<file path="config.mk">
export PLATFORM = sky130hd
export DESIGN_NAME = io_port_bank_flat
export DESIGN_NICKNAME = d
export VERILOG_FILES = /design/src/rtl/io_port_bank_if.sv /design/src/rtl/io_port_bank.sv /design/src/flat_wrapper.sv
export SDC_FILE = /design/constraint.sdc
export NUM_CORES = 1
export LEC_CHECK = 0
export CORE_MARGIN = 2
export CORE_UTILIZATION = 30
export CTS_CLUSTER_SIZE = 40
export DETAILED_ROUTE_END_ITERATION = 8
export PLACE_DENSITY = 0.63
export SLEW_MARGIN = 30
export SYNTH_ARGS = -nofsm -noshare
export SYNTH_HDL_FRONTEND = slang
export SYNTH_SLANG_ARGS = --single-unit
export TNS_END_PERCENT = 10
</file>
<file path="constraint.sdc">
create_clock -name clk -period 2.4 [get_ports clk]
set_input_delay 0.48 -clock clk [delete_from_list [all_inputs] [get_ports clk]]
set_output_delay 0.48 -clock clk [all_outputs]
set_load 0.01 [all_outputs]
</file>
<file path="src/rtl/io_port_bank_if.sv">
// Bundle of the core IO bus (read/write strobes) and the device-side channel
// handshakes between the core, io_port_bank and the board peripherals.
interface io_port_bank_if #(
  parameter int NUBITS = 32,
  parameter int NUIOIN = 8,
  parameter int NUIOOU = 8
);
  localparam int AWI = $clog2(NUIOIN);
  localparam int AWO = $clog2(NUIOOU);

  // Core side
  logic                     req_in;
  logic [AWI-1:0]           addr_in;
  logic [NUBITS-1:0]        io_in;
  logic                     out_en;
  logic [AWO-1:0]           addr_out;
  logic [NUBITS-1:0]        data_out;

  // Device side
  logic [NUIOIN*NUBITS-1:0] in_data;
  logic [NUIOIN-1:0]        in_valid;
  logic [NUIOIN-1:0]        in_ready;
  logic [NUIOOU*NUBITS-1:0] out_data;
  logic [NUIOOU-1:0]        out_valid;
  logic [NUIOOU-1:0]        out_ready;
  logic [1:0]               ovf;

  modport slave (
    input  req_in, addr_in, out_en, addr_out, data_out,
    input  in_data, in_valid, out_ready,
    output io_in, in_ready, out_data, out_valid, ovf
  );

  modport master (
    output req_in, addr_in, out_en, addr_out, data_out,
    output in_data, in_valid, out_ready,
    input  io_in, in_ready, out_data, out_valid, ovf
  );
endinterface

</file>
<file path="src/rtl/io_port_bank.sv">
// One-entry holding registers between the core IO bus and NUIOIN/NUIOOU device
// channels. Define IO_OVF_EN to build the sticky overrun/underrun flags on ovf.
module io_port_bank #(
  parameter int NUBITS = 32,
  parameter int NUIOIN = 8,
  parameter int NUIOOU = 8
) (
  input logic           clk,
  input logic           rst,
  io_port_bank_if.slave bus
);
  localparam int AWI = $clog2(NUIOIN);
  localparam int AWO = $clog2(NUIOOU);

  logic [NUIOIN-1:0]        rd_hit, in_ready, load;
  logic [NUIOIN-1:0]        ifull_q, ifull_d;
  logic [NUBITS-1:0]        ireg_q [NUIOIN];
  logic [NUBITS-1:0]        ireg_d [NUIOIN];
  logic [NUIOOU-1:0]        wr_hit;
  logic [NUIOOU-1:0]        ovalid_q, ovalid_d;
  logic [NUBITS-1:0]        oreg_q [NUIOOU];
  logic [NUBITS-1:0]        oreg_d [NUIOOU];
  logic [NUBITS-1:0]        io_in;
  logic [NUIOOU*NUBITS-1:0] out_data;

  // Address decode by per-channel compare: out-of-range addresses match no
  // channel, so they read 0 and write nothing without a separate range check.
  // NOTE: every combinational output gets a default first so no path leaves
  // it unassigned, which would otherwise infer a latch.
  always_comb begin
    rd_hit = '0;
    wr_hit = '0;
    io_in  = '0;
    for (int k = 0; k < NUIOIN; k++) begin
      if (bus.addr_in == AWI'(k)) begin
        io_in     = ireg_q[k];
        rd_hit[k] = bus.req_in;
      end
    end
    for (int k = 0; k < NUIOOU; k++) begin
      wr_hit[k] = bus.out_en && (bus.addr_out == AWO'(k));
    end
  end

  // A channel being popped can take new data in the same cycle.
  assign in_ready = ~ifull_q | rd_hit;
  assign load     = bus.in_valid & in_ready;

  // NOTE: combinational next-state logic uses blocking assignments; only the
  // clocked block below uses non-blocking ones.
  always_comb begin
    ireg_d   = ireg_q;
    ifull_d  = ifull_q;
    oreg_d   = oreg_q;
    ovalid_d = ovalid_q;
    for (int k = 0; k < NUIOIN; k++) begin
      if (load[k]) begin
        ireg_d[k]  = bus.in_data[k*NUBITS +: NUBITS];
        ifull_d[k] = 1'b1;
      end else if (rd_hit[k]) begin
        ifull_d[k] = 1'b0;
      end
    end
    for (int k = 0; k < NUIOOU; k++) begin
      if (wr_hit[k]) begin
        oreg_d[k]   = bus.data_out;
        ovalid_d[k] = 1'b1;
      end else if (ovalid_q[k] && bus.out_ready[k]) begin
        ovalid_d[k] = 1'b0;
      end
    end
  end

  // NOTE: the holding registers are reset on purpose: a read of a never-loaded
  // channel must return 0, so these arrays cannot be left as uninitialised RAM.
  always_ff @(posedge clk) begin
    if (rst) begin
      ireg_q   <= '{default: '0};
      ifull_q  <= '0;
      oreg_q   <= '{default: '0};
      ovalid_q <= '0;
    end else begin
      ireg_q   <= ireg_d;
      ifull_q  <= ifull_d;
      oreg_q   <= oreg_d;
      ovalid_q <= ovalid_d;
    end
  end

`ifdef IO_OVF_EN
  logic [1:0] ovf_q, ovf_d;
  logic       overrun, underrun;

  // Overrun: a write lands on data the device has not yet taken.
  assign overrun  = |(wr_hit & ovalid_q & ~bus.out_ready);
  assign underrun = |(rd_hit & ~ifull_q);
  assign ovf_d    = ovf_q | {underrun, overrun};

  always_ff @(posedge clk) begin
    if (rst) ovf_q <= '0;
    else     ovf_q <= ovf_d;
  end

  assign bus.ovf = ovf_q;
`else
  assign bus.ovf = 2'b00;
`endif

  always_comb begin
    out_data = '0;
    for (int k = 0; k < NUIOOU; k++) begin
      out_data[k*NUBITS +: NUBITS] = oreg_q[k];
    end
  end

  assign bus.io_in     = io_in;
  assign bus.in_ready  = in_ready;
  assign bus.out_data  = out_data;
  assign bus.out_valid = ovalid_q;
endmodule

</file>
<file path="src/flat_wrapper.sv">
// flat-port wrapper written by rule: the top's interface ports become plain ports
module io_port_bank_flat 
#(
  parameter int NUBITS = 32,
  parameter int NUIOIN = 8,
  parameter int NUIOOU = 8
)
  (clk, rst, bus_req_in, bus_addr_in, bus_out_en, bus_addr_out, bus_data_out, bus_in_data, bus_in_valid, bus_out_ready, bus_io_in, bus_in_ready, bus_out_data, bus_out_valid, bus_ovf);
  io_port_bank_if #(.NUBITS(NUBITS), .NUIOIN(NUIOIN), .NUIOOU(NUIOOU)) bus_i ();
  input logic clk;
  input logic rst;
  input wire logic [$bits(bus_i.req_in)-1:0] bus_req_in;
  input wire logic [$bits(bus_i.addr_in)-1:0] bus_addr_in;
  input wire logic [$bits(bus_i.out_en)-1:0] bus_out_en;
  input wire logic [$bits(bus_i.addr_out)-1:0] bus_addr_out;
  input wire logic [$bits(bus_i.data_out)-1:0] bus_data_out;
  input wire logic [$bits(bus_i.in_data)-1:0] bus_in_data;
  input wire logic [$bits(bus_i.in_valid)-1:0] bus_in_valid;
  input wire logic [$bits(bus_i.out_ready)-1:0] bus_out_ready;
  output wire logic [$bits(bus_i.io_in)-1:0] bus_io_in;
  output wire logic [$bits(bus_i.in_ready)-1:0] bus_in_ready;
  output wire logic [$bits(bus_i.out_data)-1:0] bus_out_data;
  output wire logic [$bits(bus_i.out_valid)-1:0] bus_out_valid;
  output wire logic [$bits(bus_i.ovf)-1:0] bus_ovf;
  assign bus_i.req_in = bus_req_in;
  assign bus_i.addr_in = bus_addr_in;
  assign bus_i.out_en = bus_out_en;
  assign bus_i.addr_out = bus_addr_out;
  assign bus_i.data_out = bus_data_out;
  assign bus_i.in_data = bus_in_data;
  assign bus_i.in_valid = bus_in_valid;
  assign bus_i.out_ready = bus_out_ready;
  assign bus_io_in = bus_i.io_in;
  assign bus_in_ready = bus_i.in_ready;
  assign bus_out_data = bus_i.out_data;
  assign bus_out_valid = bus_i.out_valid;
  assign bus_ovf = bus_i.ovf;
  io_port_bank #(.NUBITS(NUBITS), .NUIOIN(NUIOIN), .NUIOOU(NUIOOU)) u_core (.clk(clk), .rst(rst), .bus(bus_i));
endmodule
</file>
==> results of run 1 <==
per-layer routing:
metal  vias to the layer above  global-route usage  part of all wire
met1                     10200               0.287              0.39
met2                       952               0.388              0.46
met3                       182              0.0793              0.10
li1                      10100                   -                 -
met5                         -                   0            0.0013
met4                        18              0.0862             0.038
how the worst max path moves through the flow:
stage / depth (start not counted) / startpoint / endpoint / slack [ns]
final: 4 / u_core.ireg_q[242] / bus_io_in[18] / 0.01
after floorplan: 6 / bus_addr_in[0] / bus_io_in[20] / 0.26
after global placement: 9 / bus_addr_in[0] / bus_io_in[30] / -0.54
after CTS: 4 / u_core.ireg_q[127] / bus_io_in[31] / -0.06
after detailed placement: 9 / bus_addr_in[0] / bus_io_in[30] / -0.53
after global routing: 6 / u_core.ireg_q[222] / bus_io_in[30] / -0.08
sequential cells by signal, summed over array words and instances, names as in the netlist:
signal / flops
u_core.bus.out_valid: 8
u_core.ifull_q: 8
u_core.bus.out_data: 256
u_core.ireg_q: 256
worst register-to-register path: cells and delay by family, from the launching register on:
kind | cells | cell delay [ns]
buffers and inverters | 3 | 0.63
AO/OA/AOI/OAI | 1 | 0.15
AND/OR/NAND/NOR | 2 | 0.20
flip-flops | 1 | 0.31
power by group through the flow:
| stage | clock network [W] | registers (W) | logic (W) |
|---|---|---|---|
| after floorplan | 0 | 0.00951 | 0.00128 |
| after global placement | 0 | 0.00957 | 0.00295 |
| after detailed placement | 0 | 0.00957 | 0.00297 |
| after CTS | 0.00982 | 0.00938 | 0.00299 |
| after global routing | 0.0102 | 0.00941 | 0.00318 |
| final | 0.00963 | 0.00939 | 0.00299 |
through the flow:
step                      power, W  setup WS [ns]  instance area, sq um  cells  hold slack [ns]
final                       0.0220         0.0139                 31700   4258            0.223
after global routing        0.0228        -0.0767                 31700   4256            0.201
after CTS                   0.0222        -0.0633                 31700   4255            0.183
after detailed placement    0.0125         -0.532                 29500   4141            0.444
after global placement      0.0125         -0.541                 29500   4141            0.440
after floorplan             0.0108          0.256                 21400   2662            0.433
synth_stat cells, drive strengths merged:
master / n / share of area
nand2: 909 / 0.16
a21oi: 529 / 0.12
dfxtp: 528 / 0.49
clkbuf: 127 / 0.022
buf: 116 / 0.030
nor2: 74 / 0.013
nand3: 69 / 0.016
o21ai: 68 / 0.016
mux2i: 64 / 0.030
mux4: 32 / 0.034
a221oi: 31 / 0.013
mux2: 31 / 0.016
o2bb2ai: 31 / 0.013
nand2b: 15 / 0.0044
inv: 9 / 0.0016
nor2b: 5 / 0.0015
a21bo: 4 / 0.0019
a21boi: 4 / 0.0021
nand4b: 3 / 0.0012
nand4: 2 / 0.00059
nor3: 2 / 0.00070
nor4bb: 2 / 0.00094
and2: 1 / 0.00029
and4bb: 1 / 0.00059
conb: 1 / 0.00018
nor4b: 1 / 0.00070
o21a: 1 / 0.00035
o2bb2a: 1 / 0.00047
logic make-up (layout without fill, tap and decap cells):
group,count (synthesis),count (layout),share of synthesized area
multiplexers,127,127,0.0801
other,1,5,0.000176
AO/OA/AOI/OAI,669,669,0.171
flip-flops,528,528,0.495
AND/OR/NAND/NOR,1084,1084,0.200
buffers and inverters,252,905,0.0544
final cells by class:
class | instances | area [sq um]
clock inverters | 27 | 368
clock buffers | 83 | 1690
well taps | 940 | 1180
diodes | 3 | 7.51
repair buffers | 786 | 8000
inverters | 9 | 33.8
flip-flops and latches | 528 | 10600
fillers | 6820 | 38600
multi-input cells | 1882 | 9800
repair_timing:
action,4_1_cts,5_1_grt
resized for setup,127,30
endpoints found under the setup margin,40,26
cloned,2,0
setup buffers,2,0
pin swaps,5,0
==> key figures, run 1 <==
Min path
  • Hold Path End: u_core.ireg_q[170]
  • Worst hold stages: 2
  • Hold path start: rst
  • Worst min path class: primary input to flop

Logic synthesis
  • Synth unique cells: 35
  • Flops & latches, synth: 528
  • Seq/Total Area, Yosys: 0.495
  • YS warnings: 0
  • Post-Syn Instances: 2661
  • Mean Syn Cell Area: 8.03 sq um
  • Mapped Area: 0.0214 sq mm

Pwr
  • Sw Pwr: 0.00575 W
  • Combinational power share: 0.136
  • Clk pwr share: 0.438
  • Max VDD drop: 0.000517 V
  • Cell Pwr Density: 695 mW/mm^2
  • Sw Ratio: 0.261
  • P_leak: 11.5 nW
  • Reg power frac: 0.427
  • Int Pwr: 0.0163 W

GRT
  • GR Overflow Total: 0
  • First-pass GRT wire length: 132000 microns
  • Initial antenna violation count: 12
  • Vias in the first global route: 20500
  • All-Layer GR Usage: 0.237
  • Largest net degree at the start of global routing: 73

Setup path
  • Crit path max fanout: 2
  • Critical Path RT: 1.92 ns
  • Reg2Reg Capture Point: u_core.ireg_q[214]
  • Worst-path cell chain: mux2_2 > a221oi_1 > o21ai_1 > dlygate4sd2_1
  • R2R Setup Slk: 1.04 ns
  • FF-to-FF Start: u_core.ifull_q[1]
  • CP delay by family, top: compound AO/OA/AOI/OAI gates
  • Setup crit start kind: flop
  • Slowest stage delay, CP: 0.33 ns
  • Worst Path Class, Setup: flop to output pin
  • Worst path bufs/invs: 1
  • R2r worst-path depth: 6
  • Setup crit end kind: output pin
  • Worst Path Arrival: 1.91 ns
  • CP max stage cell: dfxtp_1

STA
  • Final Skew: 0.0238 ns
  • Max-slew headroom: 0.589
  • Slew Limit Fails: 0
  • Worst Tran Pin Value: 0.615 ns
  • Setup-failing EPs final: 0
  • Part of the cycle the worst path needs: 0.994
  • Fmax: 419 MHz
  • Setup TNS: 0 ns
  • Hold Violations, Final: 0
  • RSZ-0062 raised after global routing: yes
  • Minimum clock period: 2.39 ns

Placed design
  • IO buf count: 617
  • DP HPWL: 65500 microns
  • Routability cong.: 0.904

Routing
  • Initial DRC Count: 1497
  • ANT nets after route: 0
  • First-pass DRT Iterations: 5
  • Post-Route WL: 91100 microns
  • Vias: 21400
  • Vias per inst: 5.04
  • DRC violations left: 0
  • WL per Instance: 21.4 microns

Run
  • Max Cap Violations: 0

Clocking
  • # hold bufs at CTS: 0
  • Clk sinks: 528
  • CTS Buf Count: 59
  • Reg clk slew, reported paths: 0.06 ns
  • Clock Tree Root: clkbuf_16
  • CTS tree: done
  • Maximum buffer depth of the clock tree: 3
  • Worst skew pair latency: 0.62 ns
  • # H-tree levels: 2

Run status
  • Outcome: finished clean

Finish
  • Commonest cells after routing, fill and taps aside: 909 x nand2_1, 576 x clkdlybuf4s50_1, 525 x a21oi_1
  • Commonest non-fill, non-tap cell in the layout: nand2_1
  • Util after Layout: 0.451
  • Layout cells sized above 1: 0.123
  • Total Nets Final: 3580
  • Area grow syn2layout: 48.2%

Floorplanning
  • DIE AREA: 0.0733 sq mm
  • Top-Level Pins: 620
  • Initial core utilization: 0.304
  • Die height: 271 microns
  • Core area: 0.0703 sq mm
  • Die width: 271 microns
  • Row cnt: 97
No activity file was read; power rests on OpenSTA's default activity.
==> run 2, diff against run 1 <==
CORE_AREA = 2 2 242 244   (was default)
CORE_MARGIN = default   (was 2)
CORE_UTILIZATION = default   (was 30)
DIE_AREA = 0 0 244 246   (was default)
PLACE_DENSITY = 0.73   (was 0.63)
==> key figures, run 2 (synthesis gave the netlist of run 1 again) <==
Finish
  • Area grow syn2layout: 45.6%
  • Util after Layout: 0.542
  • Total Nets Final: 3539
  • Commonest cells after routing, fill and taps aside: 909 x nand2_1, 577 x clkdlybuf4s50_1, 523 x a21oi_1, 523 x dfxtp_1, 91 x buf_4
  • Layout cells sized above 1: 0.112
  • Commonest non-fill, non-tap cell in the layout: nand2_1
  • Final Instance Area: 0.0311 sq mm

Floorplanning
  • Die width: 244 microns
  • Die height: 246 microns
  • Row cnt: 88
  • Top-Level Pins: 620
  • DIE AREA: 0.0600 sq mm
  • Initial core utilization: 0.372
  • Core area: 0.0574 sq mm

STA
  • PnR worst setup slack: -0.0712 ns
  • Fmax: 405 MHz
  • Final Skew: 0.0265 ns
  • Max-slew headroom: 0.599
  • Hold Violations, Final: 0
  • Part of the cycle the worst path needs: 1.03
  • RSZ-0062 raised after global routing: yes
  • Setup-failing EPs final: 4
  • Worst Tran Pin Value: 0.600 ns
  • Slew Limit Fails: 0
  • Minimum clock period: 2.47 ns

Run status
  • Outcome: complete, but fails checks
  • Failing checks: negative setup slack

Routing
  • Post-Route WL: 87200 microns
  • Vias: 21600
  • Vias per inst: 5.34
  • Initial DRC Count: 1856
  • First-pass DRT Iterations: 7
  • DRC violations left: 0
  • ANT nets after route: 0
  • WL per Instance: 21.6 microns

Min path
  • Worst min path class: primary input to flop

Setup path
  • Cell mode on critical path: o21ai_0
  • Setup crit start kind: primary input
  • Worst Path Class, Setup: primary input to output pin
  • Worst Path Arrival: 1.99 ns
  • Worst-path cell chain: buf_16 > buf_12 > buf_4 > mux4_2 > o21ai_0 > o21ai_0 > clkdlybuf4s15_1
  • CP delay by family, top: buffers and inverters
  • Crit path max fanout: 14
  • Critical Path RT: 1.92 ns
  • Slowest stage delay, CP: 0.47 ns
  • Setup crit end kind: output pin
  • Worst path bufs/invs: 4
  • CP max stage cell: mux4_2

Clocking
  • CTS Buf Count: 56
  • Clock Tree Root: clkbuf_16
  • Maximum buffer depth of the clock tree: 3
  • # H-tree levels: 2
  • Worst skew pair latency: 0.62 ns
  • CTS tree: done
  • Clk sinks: 528
  • Reg clk slew, reported paths: 0.06 ns

GRT
  • GR Overflow Total: 0
  • Initial antenna violation count: 8
  • First-pass GRT wire length: 127000 microns
  • Vias in the first global route: 20600
  • Largest net degree at the start of global routing: 84
  • All-Layer GR Usage: 0.276

Placed design
  • Routability cong.: 0.957
  • Placed Area: 0.0288 sq mm
  • IO buf count: 617
  • DP HPWL: 62000 microns

Pwr
  • Max VDD drop: 0.000624 V
  • P_leak: 11.3 nW
  • Final Power: 0.0218 W
  • Cell Pwr Density: 702 mW/mm^2

Run
  • Max Cap Violations: 0
[run 2: per-layer routing]
metal	wire length [microns]	track usage
met1	32500	0.325
met2	40200	0.454
met3	9560	0.0852
met4	4770	0.139
met5	98	0
[run 2: stage by stage]
stage | TNS, ns | hold WS [ns] | worst slack [ns] | cells
global placement | -14.22 | 0.440 | -0.474 | 3922
finish | -0.185 | 0.292 | -0.0712 | 4038
floorplan | 0 | 0.433 | 0.256 | 2662
CTS | -1.18 | 0.284 | -0.137 | 4036
detailed placement | -16.34 | 0.445 | -0.494 | 3922
global route | -0.593 | 0.286 | -0.119 | 4037
[run 2: what timing repair did]
item | 4_1_cts | 5_1_grt
pin swaps | 4 | 3
gates cloned | 2 | 0
setup buffers | 8 | 0
gates resized for setup | 91 | 62
hold buffers | 0 | 0
endpoints found under the setup margin | 39 | 31
[run 2: worst reg2reg max path: stages (launching register included)]
cell and delay, ns:
dfxtp_1 0.33, inv_1 0.07, o21ai_4 0.16, buf_12 0.27, mux2i_1 0.33, nor2_1 0.06
[run 2: area by class of cell]
type	count	area [sq um]
tap	765	957
antenna	2	5.00
sequential	528	10600
multi-input combinational	1882	9830
inverter	9	33.8
clock inverter	22	355
fill	5201	26300
clock buffer	82	1700
timing repair buffer	748	7630
[run 2: final timing paths]
kind                              endpoint  slack, ns  depth (start not counted)                     start
hold / removal          u_core.ireg_q[170]       0.29                          2                       rst
hold reg to reg   u_core.bus.out_data[254]       0.45                          2  u_core.bus.out_data[254]
setup / recovery             bus_io_in[20]      -0.07                          7            bus_addr_in[0]
setup reg to reg        u_core.ireg_q[120]       1.09                          5         u_core.ifull_q[4]
[run 2: power breakdown]
part           total (W)  internal [W]  switching [W]
clock network    0.00955       0.00578        0.00377
registers        0.00940       0.00912       0.000277
logic            0.00289       0.00138        0.00151
total             0.0218        0.0163        0.00555
==> run 3, diff against run 2 <==
ABC_AREA = 1   (was default)
CORE_AREA = 2 2 244 246   (was 2 2 242 244)
DIE_AREA = 0 0 246 248   (was 0 0 244 246)
PLACE_DENSITY = 0.71   (was 0.73)
==> key figures, run 3 <==
Run status
  • Outcome: complete, but fails checks
  • Failing checks: negative setup slack

Setup path
  • FF-to-FF Start: u_core.ifull_q[1]
  • Setup crit end kind: output pin
  • Critical Path RT: 1.92 ns
  • Setup crit start kind: primary input
  • Worst Path Class, Setup: primary input to output pin
  • Worst Path Arrival: 2.03 ns
  • Crit path max fanout: 19
  • R2R Setup Slk: 0.83 ns
  • R2r worst-path depth: 7
  • Reg2Reg Capture Point: u_core.ireg_q[212]

Clocking
  • Maximum buffer depth of the clock tree: 3
  • Clk sinks: 528
  • CTS tree: done
  • Worst skew pair latency: 0.62 ns
  • Reg clk slew, reported paths: 0.06 ns
  • # H-tree levels: 2
  • CTS Buf Count: 57
  • Clock Tree Root: clkbuf_16

Logic synthesis
  • Mean Syn Cell Area: 7.43 sq um
  • Most frequent cell after synthesis: nor2_1
  • Commonest cells post-synth: 837 x nor2_1, 528 x dfxtp_1, 367 x o21ai_0, 242 x nand2_1, 162 x nand4_1
  • Asr flop ratio synth: 0
  • Synth top area cells: dfxtp_1 51%, nor2_1 15%, o21ai_0 8.9%, nand4_1 4.9%, nand2_1 4.4%
  • Mapped Area: 0.0206 sq mm
  • Flops & latches, synth: 528
  • Post-Syn Instances: 2769
  • Synth area leader: dfxtp_1
  • Seq/Total Area, Yosys: 0.514
  • YS warnings: 0
  • Top_reg_cell synth: dfxtp_1
  • Post-synth EDFFs: 0
  • Area share of the largest cell type after synthesis: 0.514
  • Synth unique cells: 24

Finish
  • Area occupied by multi-input gates: 0.00880 sq mm
  • Fillers: 5536
  • Commonest non-fill, non-tap cell in the layout: nor2_1
  • Layout cells sized above 1: 0.0886
  • Total Nets Final: 3689
  • Sequential cell area: 0.0106 sq mm
  • Util after Layout: 0.520
  • Commonest cells after routing, fill and taps aside: 816 x nor2_1, 578 x clkdlybuf4s50_1, 526 x dfxtp_1
  • Area grow syn2layout: 47.9%

Routing
  • Vias: 21700
  • Top routing layer used: met5
  • Initial DRC Count: 1688
  • Routed metal-1 wirelength: 32700 microns
  • WL per Instance: 20.6 microns
  • Met2 WL: 40400 microns
  • Post-Route WL: 86500 microns
  • Met3 routed WL: 9100 microns
  • ANT nets after route: 0
  • First-pass DRT Iterations: 7
  • Vias per inst: 5.16
  • DRC violations left: 0

Min path
  • Hold path start: rst
  • Worst hold stages: 4
  • Hold Path End: u_core.ireg_q[189]
  • Worst min path class: primary input to flop

Floorplanning
  • Initial core utilization: 0.352
  • Row cnt: 89
  • Die height: 248 microns
  • Top-Level Pins: 620
  • Die width: 246 microns
  • DIE AREA: 0.0610 sq mm
  • Core area: 0.0585 sq mm

Pwr
  • Cell Pwr Density: 726 mW/mm^2
  • Max VDD drop: 0.000534 V
  • P_leak: 11.9 nW

GRT
  • GR Overflow Total: 0
  • Vias in the first global route: 20100
  • Initial antenna violation count: 15
  • Largest net degree at the start of global routing: 145
  • First-pass GRT wire length: 126000 microns
  • All-Layer GR Usage: 0.272

STA
  • Fmax: 398 MHz
  • RSZ-0062 raised after global routing: yes
  • Setup TNS: -0.177 ns
  • Setup-failing EPs final: 3
  • PnR worst setup slack: -0.113 ns
  • Minimum clock period: 2.51 ns
  • Final Skew: 0.0268 ns
  • Hold Violations, Final: 0
  • Max-slew headroom: 0.455
  • Part of the cycle the worst path needs: 1.05
  • Slew Limit Fails: 0
  • Worst Tran Pin Value: 0.818 ns

Run
  • Max Cap Violations: 0

Placed design
  • IO buf count: 617
  • DP HPWL: 63000 microns
  • Placement Setup Slack: -0.513 ns
  • Routability cong.: 0.911
-- run 3: kinds of logic (layout without fill, tap and decap cells) --
logic type,after synthesis,in the layout,synth area share
AOI/OAI and AO/OA,534,534,0.133
buffers and inverters,289,938,0.0605
DFF,528,528,0.514
other,1,10,0.000182
and+or+nand+nor,1417,1417,0.292
-- run 3: area by class of cell --
cell class,instances,area share
Sequential cell,528,0.348
Multi-Input combinational cell,1953,0.290
Timing Repair Buffer,768,0.256
Clock buffer,79,0.0542
Tap cell,773,0.0318
Clock inverter,24,0.0112
Inverter,66,0.00864
Antenna cell,8,0.000658
Timing Repair inverter,1,0.000247
-- run 3: how the worst max path moves through the flow --
stage / start / end / slack, ns
2_1_floorplan: bus_addr_in[1] / bus_io_in[10] / 0.46
3_3_place_gp: bus_addr_in[2] / bus_io_in[2] / -0.50
3_5_place_dp: bus_addr_in[2] / bus_io_in[2] / -0.51
4_1_cts: u_core.ireg_q[255] / bus_io_in[31] / -0.13
5_1_grt: bus_addr_in[1] / bus_io_in[10] / -0.14
6_report: bus_addr_in[1] / bus_io_in[10] / -0.11
-- run 3: per-layer routing --
layer / up-vias / global-route usage
met2: 1018 / 0.445
li1: 10400 / -
met1: 10100 / 0.322
met3: 209 / 0.0885
met4: 12 / 0.129
met5: - / 0
-- run 3: worst max-delay path, stage by stage --
cell	delay, ns
buf_4	0.17
inv_2	0.08
buf_12	0.16
buf_4	0.14
nand4_1	0.06
nand4_1	0.15
nor2_1	0.17
nand4_1	0.11
clkdlybuf4s50_1	0.49
-- run 3: report_power, final --
group / internal, W / switching (W)
sequential: 0.00925 / 0.000315
combinational: 0.00146 / 0.00167
clock: 0.00556 / 0.00381
-- run 3: metrics by stage --
stage               hold WS [ns]  cell area [sq um]  total power [W]  instances
global route               0.318              30400           0.0228       4200
CTS                        0.286              30400           0.0221       4192
floorplan                  0.440              20600           0.0110       2770
detailed placement         0.451              28300           0.0129       4087
finish                     0.317              30400           0.0221       4200
global placement           0.448              28300           0.0128       4087
-- run 3: what timing repair did --
item                       CTS  global route
gates cloned                 2             0
setup buffers                0             0
pin swaps                    7             6
setup endpoints to repair   40            15
gates resized for setup     58             9
hold buffers                 0             0
==> patch 1 (settings of run 2) <==
`NUIOOU` is set to 8 in 3 places; all go to 4.
--- a/src/rtl/io_port_bank_if.sv
+++ b/src/rtl/io_port_bank_if.sv
@@ -3,7 +3,7 @@
 interface io_port_bank_if #(
   parameter int NUBITS = 32,
   parameter int NUIOIN = 8,
-  parameter int NUIOOU = 8
+  parameter int NUIOOU = 4
 );
   localparam int AWI = $clog2(NUIOIN);
   localparam int AWO = $clog2(NUIOOU);
--- a/src/rtl/io_port_bank.sv
+++ b/src/rtl/io_port_bank.sv
@@ -3,7 +3,7 @@
 module io_port_bank #(
   parameter int NUBITS = 32,
   parameter int NUIOIN = 8,
-  parameter int NUIOOU = 8
+  parameter int NUIOOU = 4
 ) (
   input logic           clk,
   input logic           rst,
--- a/src/flat_wrapper.sv
+++ b/src/flat_wrapper.sv
@@ -3,7 +3,7 @@
 #(
   parameter int NUBITS = 32,
   parameter int NUIOIN = 8,
-  parameter int NUIOOU = 8
+  parameter int NUIOOU = 4
 )
   (clk, rst, bus_req_in, bus_addr_in, bus_out_en, bus_addr_out, bus_data_out, bus_in_data, bus_in_valid, bus_out_ready, bus_io_in, bus_in_ready, bus_out_data, bus_out_valid, bus_ovf);
   io_port_bank_if #(.NUBITS(NUBITS), .NUIOIN(NUIOIN), .NUIOOU(NUIOOU)) bus_i ();
Interface: changed (resized bus_addr_out, bus_out_data, bus_out_ready and bus_out_valid); port bits go from 620 to 483. No check against the original RTL was run, so the function may have changed too.
==> patch 1 against run 2 <==
The run still ends with negative setup slack left. Global-route usage up 2.2 points. Worst setup slack worse by 17 ps. Final area down 6.4%. Sequential cell count down 132. Synthesized area up 3.6%. Clock power down 27%. Combinational power up 13%. Power down 18%. Sequential share of layout area down 6.1 points. Via count up 9.2%. Routed wire length up 7.7%. Clock skew down 8.5 ps. Die area unchanged. Non-clock buffer count down 178. Critical endpoint is now bus_io_in[19]. Largest cell class is now multi-input gates.
==> patch 1: results (changes against run 2) <==
[run_status]
status=finished, violations left
violations=negative setup slack

[route]
wl_met2_um=42700  ; +6.1%
routedWlPerCell_um=25.8  ; +20%
num_vias=23600  ; +9.2%
wl_um=93900  ; +7.7%
dr_wl_met3_um=9640  ; +0.83%

[pwr]
p_leak_nw=9.12  ; -19%
peakVddDrop_mv=0.463  ; -26%

[final_layout]
bufAreaShareNonClock_pct=19.3  ; -5.3 points
drive_gt1_share_pct=15.7  ; +4.5 points
seq_share_pct=27.9  ; -6.1 points
multi_input_gates=1816  ; -3.5%
clock_buffers=68  ; -17%
finalNetCount=3149  ; -11%
num-nonclk-inverters=10  ; +1

[grt]
grt_util_met1_pct=39.1  ; +6.5 points
globalRouteMet3Util_pct=6.32  ; -2.2 points
grtUsageMet2_pct=47.3  ; +1.9 points
grt_pass1_vias=21400  ; +3.7%
grt.total_usage_pct=29.8  ; +2.2 points
grt_pass1_wl_um=137000  ; +8.0%
grt_max_degree=166  ; +98%

[timing]
worst_pin_slew_ps=963  ; +364 ps
fin_hold_ws_ps=240  ; -51.0 ps
skew_ps=17.9  ; -8.52 ps
fin_tns_setup_ps=-533  ; -348 ps
setup_violations=13  ; +9
setup_ws_ps=-87.9  ; -16.8 ps

[synth]
avgSynthCellArea_um2=8.60  ; +7.1%
synth_commonest_cells=518 x nand2_1, 396 x dfxtp_1, 273 x clkbuf_1
synth_compound_area_share_pct=20.6  ; +3.5 points
synthTopCellsByArea=dfxtp_1 36%, nand4b_1 10%, o311ai_0 9.9%
synth.mux.area_fraction_pct=8.14  ; +0.13 points
yosysUniqueCellTypes=31  ; -11%

[cts]
ctsResizeCount=269  ; +200%
post_cts_buffers=1  ; -7
cts_made_buffers=46  ; -18%

[place]
hpwlAfterDp_um=68200  ; +9.9%
pre_cts_ws_ps=-422  ; +71.8 ps
dp_cells=3556  ; -9.3%
place_congestion=0.978  ; +2.2%
io_buffer_count=480  ; -22%

[worst_setup_path]
worst_path_largest_cell_delay_ps=510  ; +40 ps
worst_path_dominant_cell_family=multiplexers
arrival_ps=2010  ; +20 ps
cp_max_fo=3  ; -11
r2r_cells=4  ; -1

[min_path]
hp-start=bus_in_valid[0]

[patch 1: cell types whose count changed in the layout (fill, tap and decap cells not counted), moves of 249 or more]
cell / before / now
o311ai_0: 0 / 249
nand2_1: 909 / 516
a21oi_1: 523 / 140
a31oi_1: 0 / 256
nor3b_1: 0 / 256
dfxtp_1: 523 / 265
nand4b_1: 3 / 258
[patch 1: power by group]
group,switching [mW],total [mW],internal (mW)
Clock,2.98,6.96,3.98
Combinational,1.68,3.26,1.58
Sequential,0.574,7.63,7.05
[patch 1: how the worst max path moves through the flow]
stage	from	endpoint	slack, ps
final	u_core.ireg_q[147]	bus_io_in[19]	-90
after global routing	u_core.ireg_q[183]	bus_io_in[23]	-100
after CTS	u_core.ireg_q[189]	bus_io_in[29]	-200
after detailed placement	bus_addr_in[1]	bus_in_ready[2]	-420
after global placement	bus_addr_in[1]	bus_in_ready[2]	-400
after floorplan	bus_addr_in[0]	bus_io_in[10]	140
==> patch 2 (settings of run 2) <==
Without the edit above. Build with the macro `IO_OVF_EN` defined.
--- a/src/rtl/io_port_bank.sv
+++ b/src/rtl/io_port_bank.sv
@@ -1,5 +1,7 @@
 // One-entry holding registers between the core IO bus and NUIOIN/NUIOOU device
 // channels. Define IO_OVF_EN to build the sticky overrun/underrun flags on ovf.
+`define IO_OVF_EN
+
 module io_port_bank #(
   parameter int NUBITS = 32,
   parameter int NUIOIN = 8,
Formal check against the unedited RTL: not equivalent (Yosys sat finds a counterexample within 4 cycles, from zero or initial values and one cycle with rst high).
==> patch 2 against run 2 <==
Power down 1.8%. Critical path type unchanged. Sequential cell count up 2. Worst setup slack better by 66 ps. Synthesized area down 0.19%. Routed wire length down 4.8%. Final area down 0.51%. Non-clock buffer count down 3. The flow still finishes with violations (negative setup slack). Critical endpoint is now bus_io_in[22].
==> patch 2: results (changes against run 2) <==
[grt]
grt_max_degree=77  ; -8.3%
grtUsageMet2_pct=42.9  ; -2.5 points
antenna_found_initial=10  ; +2
grt_util_met1_pct=32.6  ; +0.058 points
grt_pass1_wl_um=122000  ; -3.8%
grt.total_usage_pct=26.4  ; -1.2 points
globalRouteMet3Util_pct=7.27  ; -1.3 points

[final_layout]
drive_gt1_share_pct=11.3  ; +0.13 points
fillers=5212  ; +0.21%
finalNetCount=3510  ; -0.82%
fin_cells=4011  ; -0.67%

[worst_setup_path]
cp_slowest_cell=mux2_4
r2r-end=u_core.ireg_q[92]
arrival_ps=1930  ; -60 ps
rrSetupSlack_ps=900  ; -190 ps
worst_path_largest_cell_delay_ps=290  ; -180 ps
r2r_cells=3  ; -2
worstReg2RegStart=u_core.ifull_q[5]

[pwr]
peakVddDrop_mv=0.550  ; -12%
p_leak_nw=11.2  ; -0.96%
swShare_pct=25.3  ; -0.17 points
seq-power_mw=9.41  ; about the same
pg_clk_mw=9.20  ; -3.7%

[synth]
syn-instance-count=2645  ; -0.60%
yosysUniqueCellTypes=43  ; +23%
synth_commonest_cells=935 x nand2_1, 530 x a21oi_1, 530 x dfxtp_1

[timing]
skew_ps=23.4  ; -3.10 ps
setup_violations=2  ; -2
worst_pin_slew_ps=788  ; +188 ps
setup_ws_ps=-5.18  ; +66.0 ps

[place]
io_buffer_count=619  ; +0.32%
hpwlAfterDp_um=60300  ; -2.9%

[route]
drt_iter0_markers=1458  ; -21%
routedWlPerCell_um=20.7  ; -4.2%

[min_path]
hold_end=u_core.ireg_q[93]

[run_status]
violations=negative setup slack
status=finished, violations left

==> patch 2: how the worst max path moves through the flow <==
stage,to,slack [ps],cells past startpoint
finish,bus_io_in[22],-5,8
global route,bus_io_in[11],-70,5
CTS,bus_io_in[0],-240,5
detailed placement,bus_io_in[11],-380,7
global placement,bus_io_in[11],-320,7
floorplan,bus_io_in[24],340,7
==> patch 2: per-stage QoR <==
stage	TNS [ps]	total power [mW]	util (%)
final	-5.84	21.4	53.9
after global placement	-9200	12.4	50.1
after floorplan	0	10.9	-
after CTS	-300	21.5	53.8
after global routing	-1130	22.1	53.9
after detailed placement	-10400	12.4	50.1
==> patch 2: layout make-up <==
| class | count | area [um^2] | area share [%] |
|---|---|---|---|
| flip-flops and latches | 530 | 10600 | 34.4 |
| multi-input cells | 1855 | 9610 | 31.1 |
| repair buffers | 745 | 7720 | 24.9 |
| clock buffers | 82 | 1670 | 5.40 |
| well taps | 765 | 957 | 3.09 |
| clock inverters | 21 | 294 | 0.951 |
| inverters | 8 | 30.0 | 0.0971 |
| diodes | 5 | 12.5 | 0.0404 |
==> patch 2: cells by family (layout without fill, tap and decap cells) <==
logic type / count (synthesis) / in the layout / share of synthesized area [%]
other: 0 / 5 / 0
buffers and inverters: 260 / 856 / 6.20
and+or+nand+nor: 1082 / 1082 / 20.6
muxes: 99 / 99 / 5.15
AOI/OAI and AO/OA: 674 / 674 / 18.2
DFF: 530 / 530 / 49.8
==> patch 2: repair_timing <==
action / 4_1_cts / 5_1_grt
cloned: 1 / 0
setup buffers: 1 / 0
setup endpoints to repair: 40 / 32
gates resized for setup: 130 / 29
pin swaps: 16 / 3
==> patch 2: routing by layer <==
metal / vias to the layer above / wire length (um)
met3: 181 / 8020
met1: 9858 / 32900
met4: 6 / 3740
met2: 944 / 38300
li1: 9971 / -
met5: - / 40
